[config.mk]
export PLATFORM = sky130hd
export DESIGN_NAME = cache_fill_responder_flat
export DESIGN_NICKNAME = d
export VERILOG_FILES = /design/src/rtl/cache_fill_responder_if.sv /design/src/rtl/cache_fill_responder.sv /design/src/flat_wrapper.sv
export SDC_FILE = /design/constraint.sdc
export NUM_CORES = 1
export LEC_CHECK = 0
export CAP_MARGIN = 20
export CORE_AREA = 2 2 138 140
export DETAILED_ROUTE_END_ITERATION = 8
export DIE_AREA = 0 0 140 142
export HOLD_SLACK_MARGIN = 0.12
export PLACE_DENSITY = 0.72
export REMOVE_ABC_BUFFERS = 1
export SYNTH_ARGS = -nofsm -noshare
export SYNTH_HDL_FRONTEND = slang
export SYNTH_SLANG_ARGS = --single-unit
[constraint.sdc]
create_clock -name clk -period 3.7 [get_ports clk]
set_input_delay 0.555 -clock clk [delete_from_list [all_inputs] [get_ports clk]]
set_output_delay 0.555 -clock clk [all_outputs]
set_load 0.1 [all_outputs]
[src/rtl/cache_fill_responder_if.sv]
// Cache-side line-fill handshake plus backing-memory word-read port.
// The responder takes the slave view; the cache/memory side takes the master view.
interface cache_fill_responder_if #(
   parameter int ADDR_W = 25
);
   logic              sdram_req;
   logic [ADDR_W-1:0] req_addr;
   logic              sdram_fill;
   logic [15:0]       data_from_sdram;
   logic              busy;
   logic              mem_req;
   logic [ADDR_W-1:0] mem_addr;
   logic              mem_ack;
   logic [15:0]       mem_data;

   modport slave (
      input  sdram_req, req_addr, mem_ack, mem_data,
      output sdram_fill, data_from_sdram, busy, mem_req, mem_addr
   );

   modport master (
      output sdram_req, req_addr, mem_ack, mem_data,
      input  sdram_fill, data_from_sdram, busy, mem_req, mem_addr
   );
endinterface

[src/rtl/cache_fill_responder.sv]
// Memory-side line-fill responder: fetches an 8-word line critical-word-first
// with wrap-around, buffers it, then streams it back behind a one-cycle fill strobe.
module cache_fill_responder #(
   parameter int ADDR_W    = 25,
   parameter int LINE_LOG2 = 3
) (
   input  logic                   clk,
   input  logic                   reset,
   cache_fill_responder_if.slave  bus
);
   localparam int                 LINE_WORDS = 1 << LINE_LOG2;
   localparam int                 BASE_W     = ADDR_W - LINE_LOG2;
   localparam logic [LINE_LOG2:0] CNT_ONE    = (LINE_LOG2+1)'(1);
   localparam logic [LINE_LOG2:0] CNT_LAST   = (LINE_LOG2+1)'(LINE_WORDS - 1);
   localparam logic [LINE_LOG2:0] CNT_DONE   = (LINE_LOG2+1)'(LINE_WORDS);

   typedef enum logic [1:0] {
      IDLE   = 2'd0,
      FETCH  = 2'd1,
      STREAM = 2'd2
   } state_t;

   state_t                 r_state;
   logic                   r_armed;
   logic [LINE_LOG2:0]     r_cnt;
   logic [BASE_W-1:0]      r_base;
   logic [LINE_LOG2-1:0]   r_crit;
   logic [15:0]            r_buf [LINE_WORDS];

   logic                   r_fill;
   logic [15:0]            r_data;
   logic                   r_busy;
   logic                   r_mem_req;
   logic [ADDR_W-1:0]      r_mem_addr;

   logic [LINE_LOG2-1:0]   w_idx;
   logic [LINE_LOG2-1:0]   w_idx_next;
   logic                   w_store;

   // Word index wraps inside the line; the base bits never see a carry.
   assign w_idx      = r_crit + r_cnt[LINE_LOG2-1:0];
   assign w_idx_next = w_idx + LINE_LOG2'(1);
   assign w_store    = (r_state == FETCH) && bus.mem_ack;

   always_ff @(posedge clk) begin
      if (w_store) begin
         r_buf[w_idx] <= bus.mem_data;
      end
   end

   always_ff @(posedge clk or posedge reset) begin
      if (reset) begin
         r_state    <= IDLE;
         r_armed    <= 1'b1;
         r_cnt      <= '0;
         r_base     <= '0;
         r_crit     <= '0;
         r_fill     <= 1'b0;
         r_data     <= '0;
         r_busy     <= 1'b0;
         r_mem_req  <= 1'b0;
         r_mem_addr <= '0;
      end else begin
         r_fill <= 1'b0;
         if (!bus.sdram_req) begin
            r_armed <= 1'b1;
         end
         case (r_state)
            IDLE: begin
               if (bus.sdram_req && r_armed) begin
                  r_base     <= bus.req_addr[ADDR_W-1:LINE_LOG2];
                  r_crit     <= bus.req_addr[LINE_LOG2-1:0];
                  r_cnt      <= '0;
                  r_busy     <= 1'b1;
                  r_mem_req  <= 1'b1;
                  r_mem_addr <= bus.req_addr;
                  r_state    <= FETCH;
               end
            end
            FETCH: begin
               if (bus.mem_ack) begin
                  if (r_cnt == CNT_LAST) begin
                     // Critical word was stored on the first ack, so it can go out now.
                     r_mem_req <= 1'b0;
                     r_fill    <= 1'b1;
                     r_data    <= r_buf[r_crit];
                     r_cnt     <= CNT_ONE;
                     r_state   <= STREAM;
                  end else begin
                     r_cnt      <= r_cnt + CNT_ONE;
                     r_mem_addr <= {r_base, w_idx_next};
                  end
               end
            end
            STREAM: begin
               if (r_cnt == CNT_DONE) begin
                  // A request still held here is stale; wait for it to drop first.
                  r_busy  <= 1'b0;
                  r_cnt   <= '0;
                  r_state <= IDLE;
                  if (bus.sdram_req) begin
                     r_armed <= 1'b0;
                  end
               end else begin
                  r_data <= r_buf[w_idx];
                  r_cnt  <= r_cnt + CNT_ONE;
               end
            end
            default: begin
               r_state <= IDLE;
            end
         endcase
      end
   end

   assign bus.sdram_fill      = r_fill;
   assign bus.data_from_sdram = r_data;
   assign bus.busy            = r_busy;
   assign bus.mem_req         = r_mem_req;
   assign bus.mem_addr        = r_mem_addr;
endmodule
[src/flat_wrapper.sv]
// flat-port wrapper written by rule: the top's interface ports become plain ports
module cache_fill_responder_flat 
#(
   parameter int ADDR_W    = 25,
   parameter int LINE_LOG2 = 3
)
  (clk, reset, bus_sdram_req, bus_req_addr, bus_mem_ack, bus_mem_data, bus_sdram_fill, bus_data_from_sdram, bus_busy, bus_mem_req, bus_mem_addr);
  cache_fill_responder_if #(.ADDR_W(ADDR_W)) bus_i ();
  input  logic clk;
  input  logic reset;
  input wire logic [$bits(bus_i.sdram_req)-1:0] bus_sdram_req;
  input wire logic [$bits(bus_i.req_addr)-1:0] bus_req_addr;
  input wire logic [$bits(bus_i.mem_ack)-1:0] bus_mem_ack;
  input wire logic [$bits(bus_i.mem_data)-1:0] bus_mem_data;
  output wire logic [$bits(bus_i.sdram_fill)-1:0] bus_sdram_fill;
  output wire logic [$bits(bus_i.data_from_sdram)-1:0] bus_data_from_sdram;
  output wire logic [$bits(bus_i.busy)-1:0] bus_busy;
  output wire logic [$bits(bus_i.mem_req)-1:0] bus_mem_req;
  output wire logic [$bits(bus_i.mem_addr)-1:0] bus_mem_addr;
  assign bus_i.sdram_req = bus_sdram_req;
  assign bus_i.req_addr = bus_req_addr;
  assign bus_i.mem_ack = bus_mem_ack;
  assign bus_i.mem_data = bus_mem_data;
  assign bus_sdram_fill = bus_i.sdram_fill;
  assign bus_data_from_sdram = bus_i.data_from_sdram;
  assign bus_busy = bus_i.busy;
  assign bus_mem_req = bus_i.mem_req;
  assign bus_mem_addr = bus_i.mem_addr;
  cache_fill_responder #(.ADDR_W(ADDR_W), .LINE_LOG2(LINE_LOG2)) u_core (.clk(clk), .reset(reset), .bus(bus_i));
endmodule
==> summary.md <==
The number of detailed-routing iterations run before antenna repair is 7, and the area growth from synthesis to layout is 21.49%. CTS saw 204 sinks. The final layout contains routed wiring with a total length of 20400 um. The run finished, with violations left. In this run the tightest slew margin relative to its limit is 31.22%.

The die area was 0.01988 sq mm; the number of top-level pins was 89. The run gives 0 as the number of gates resized after CTS. The root buffer cell is sky130_fd_sc_hd__clkbuf_16. The kind of capture point of the worst setup path was a flip-flop. The number of global-route vias before repair was 5759; the buffers plus inverters on the worst setup path was 1.

The tools report the buffer levels on the longest clock path as 3. For the number of unique standard cell types used by synthesis, the log shows 42. The number of slew-limit violations in the final report was 0. Using the TritonRoute via totals, the vias-per-cell ratio works out to 5.910.

For this run, the slowest stage of the critical path takes 830 ps. The worst setup path is of the flip-flop to flip-flop kind. The share of synthesized flip-flops with an asynchronous set or reset was 37.25%. In the final routed layout, each cell accounts on average for 22.74 um. Clock-pin slew was measured on the worst setup and hold paths at 60 ps. The total overflow left after global routing is 0. The number of buffer cells added on primary ports was 88. Setup repair after global routing left no endpoint under its margin.

The tools report the post-detailed-route count of antenna-violating nets as 0. Sorting the synthesized cells by area gives the leading types as sky130_fd_sc_hd__edfxtp_1 41%, sky130_fd_sc_hd__dfrtp_1 20%, sky130_fd_sc_hd__mux4_2 15%, sky130_fd_sc_hd__mux2_2 11%, sky130_fd_sc_hd__mux2i_1 3.4%. The synthesized design devotes to its leading area cell type 40.91% of total area. Final count of hold timing violations: 0.

The initialized floorplan defines 50 standard-cell rows. For this run, the top clock speed supported by timing is 0.3555 GHz. TritonCTS built the clock tree.

For this run, design rule violations remaining after detail routing come to 9. The tools report the total area of multi-input combinational cells as 0.003460 sq mm. The number of antenna diodes in the final layout is 0. During synthesis, Yosys emitted a total of 0 warnings. The wire-length estimate of the detail-placed layout is 13060 um. For the pin with the worst max-slew slack, the measured transition is 1029 ps. Global routing used 20.82% of the available tracks. Of the available clock period, the critical path in the final layout requires 76.02%. The overall die width works out to 140 um.

Once the clock tree was built, the setup fixing pass inserted 0 buffers. Per-instance average area after synthesis: 17.47 sq um. The detailed router finished its first iteration with 408 violations.

Along the worst path, the maximum fanout reaches 13. Clock period minus worst slack: 2813 ps. The min-delay analysis places its worst path in the category input pin to asynchronous set/reset pin. The cell area that synthesis handed to floorplanning was 0.009397 sq mm. The final cell count without fillers is 897, and the maximum level of the CTS H-tree is 1. For the number of fill cells, the log shows 1331. Clock tree synthesis inserted a total of 23 buffers.

Number of synthesized flops with an enable pin: 128. The share of the Yosys chip area taken by registers is 61.16%. At the later pin of the worst-skew pair, clock insertion delay measures 500 ps.

The fraction of final layout cells with drive strength greater than 1 works out to 34.24%. In the synthesized netlist, the cells that appear most often are 128 x sky130_fd_sc_hd__edfxtp_1, 91 x sky130_fd_sc_hd__mux2_2, 75 x sky130_fd_sc_hd__dfrtp_1. The number of max-cap violations is 0, and the pin count of the biggest net entering global routing is 40. The data arrival time of the critical path was 3020 ps. The prevailing post-synth register cell was sky130_fd_sc_hd__edfxtp_1. The sequential cell area came out at 0.005748 sq mm. STA classifies the critical path startpoint as a flip-flop.

For this block, the via count after detailed routing is 5301. The slowest stage of the critical path belongs to the cell sky130_fd_sc_hd__fa_1. The run gives 50.92% as the initial cell density of the core.

The die is 142 um tall. The tools report the net count of the finished layout as 701. On the critical path the largest part of the delay comes from adder cells. The cell accounting for the most synthesized area is sky130_fd_sc_hd__edfxtp_1. Setup violations remaining at the end of the flow were counted as 0. Clock skew on the completed layout was measured at 10.19 ps. Walking the worst path, the cells encountered are ha_2, fa_1, nand3_1, nor3b_2, buf_12.

For this design, the CTS-stage hold fixing added 0 buffers. The placed instance count came out at 856. The checks that failed: design-rule violations. By instance count, the leading cell after synthesis is sky130_fd_sc_hd__edfxtp_1.

The wire length of the first global-routing pass was 31770 um; the standard cell core area was 0.01846 sq mm. In the synthesized netlist, the number of instances is 538. Routability-driven placement finished with a final weighted congestion of 0.7536. The run gives 0 as the number of antenna violations at the first check in global routing.

STA puts the critical path data required time at 3910 ps. The post-synthesis register bit count is 204. Measured on the finished design, the core utilization comes to 61.86%.
-- sequential cells by signal, indices dropped and copies added, names as in the netlist --
signal and flops:
u_core.bus.sdram_fill 1, u_core.bus.mem_req 1, u_core.r_buf 128, u_core.r_cnt 4, u_core.r_state 2, u_core.bus.busy 1
u_core.r_base 22, u_core.r_armed 1, u_core.bus.data_from_sdram 16, u_core.bus.mem_addr 25, u_core.r_crit 3
-- placed cells by master (no fill, tap or decap), drive strengths merged --
cell / Yosys / routed
edfxtp: 128 / 128
mux2: 91 / 91
clkdlybuf4s50: 0 / 88
dfrtp: 75 / 75
mux4: 64 / 64
mux2i: 32 / 32
buf: 24 / 29
nand2: 28 / 28
clkbuf: 9 / 28
o21ai: 21 / 21
nor2: 10 / 10
ha: 8 / 8
clkinv: 0 / 8
inv: 6 / 5
a21oi: 5 / 5
nand3: 4 / 4
bufinv: 0 / 4
nand3b: 3 / 3
nor3: 3 / 3
nor2b: 2 / 2
o22ai: 2 / 2
nand2b: 2 / 2
o211ai: 2 / 2
nor3b: 2 / 2
and2: 2 / 2
a22o: 2 / 2
clkinvlp: 0 / 2
a21boi: 1 / 1
a21o: 1 / 1
or3: 1 / 1
nor4: 1 / 1
and3b: 1 / 1
nand4b: 1 / 1
xnor3: 1 / 1
or2: 1 / 1
a2bb2oi: 1 / 1
a31oi: 1 / 1
xor2: 1 / 1
fa: 1 / 1
dfstp: 1 / 1
-- routing by layer --
| layer | wire length [um] | vias to the layer above | GRT usage [%] |
|---|---|---|---|
| met5 | 0 | - | 0 |
| met4 | 352 | 0 | 4.625 |
| met3 | 1288 | 33 | 3.466 |
| met2 | 10490 | 173 | 37.54 |
| met1 | 8271 | 2752 | 26.84 |
| li1 | - | 2343 | - |
-- through the flow --
stage	instance area [sq um]	setup TNS, ps	hold WS (ps)	setup slack (ps)
floorplan	9206	-102890	461.0	-1051
global placement	10650	0	466.4	984.4
detailed placement	10650	0	479.7	916.8
CTS	11420	0	491.9	882.6
global route	11420	0	510.9	735.9
finish	11420	0	482.6	887.3
-- kinds of logic after synthesis --
group | Yosys count | synth area share (%)
xor gates and xnor gates | 2 | 0.3462
and+or+nand+nor | 61 | 3.076
muxes | 187 | 29.65
adders and majority gates | 9 | 1.278
DFF | 204 | 61.16
AOI/OAI and AO/OA | 36 | 2.224
buffers and inverters | 39 | 2.264
-- final timing paths --
check | cells past startpoint | endpoint | startpoint | slack [ps]
setup / recovery | 5 | u_core.r_buf[2][12] | u_core.r_cnt[0] | 890
hold / removal | 2 | u_core.bus.mem_addr[22] | reset | 480
setup reg to reg | 5 | u_core.r_buf[2][12] | u_core.r_cnt[0] | 890
hold reg to reg | 2 | u_core.bus.data_from_sdram[15] | u_core.bus.data_from_sdram[15] | 490
max in group asynchronous | 3 | u_core.r_armed | reset | 2510
min in group clk | 2 | u_core.bus.data_from_sdram[15] | u_core.bus.data_from_sdram[15] | 490
-- area by class of cell --
type                            instances  area share (%)
Clock buffer                           28           5.294
Sequential cell                       204           50.35
Timing Repair Buffer                  117           9.842
Tap cell                              234           2.565
Clock inverter                         13           1.436
Multi-Input combinational cell        295           30.30
Inverter                                6          0.2082
Power is not shown: default switching activity piles up to over one toggle a cycle in this logic, so the estimate is an artifact.
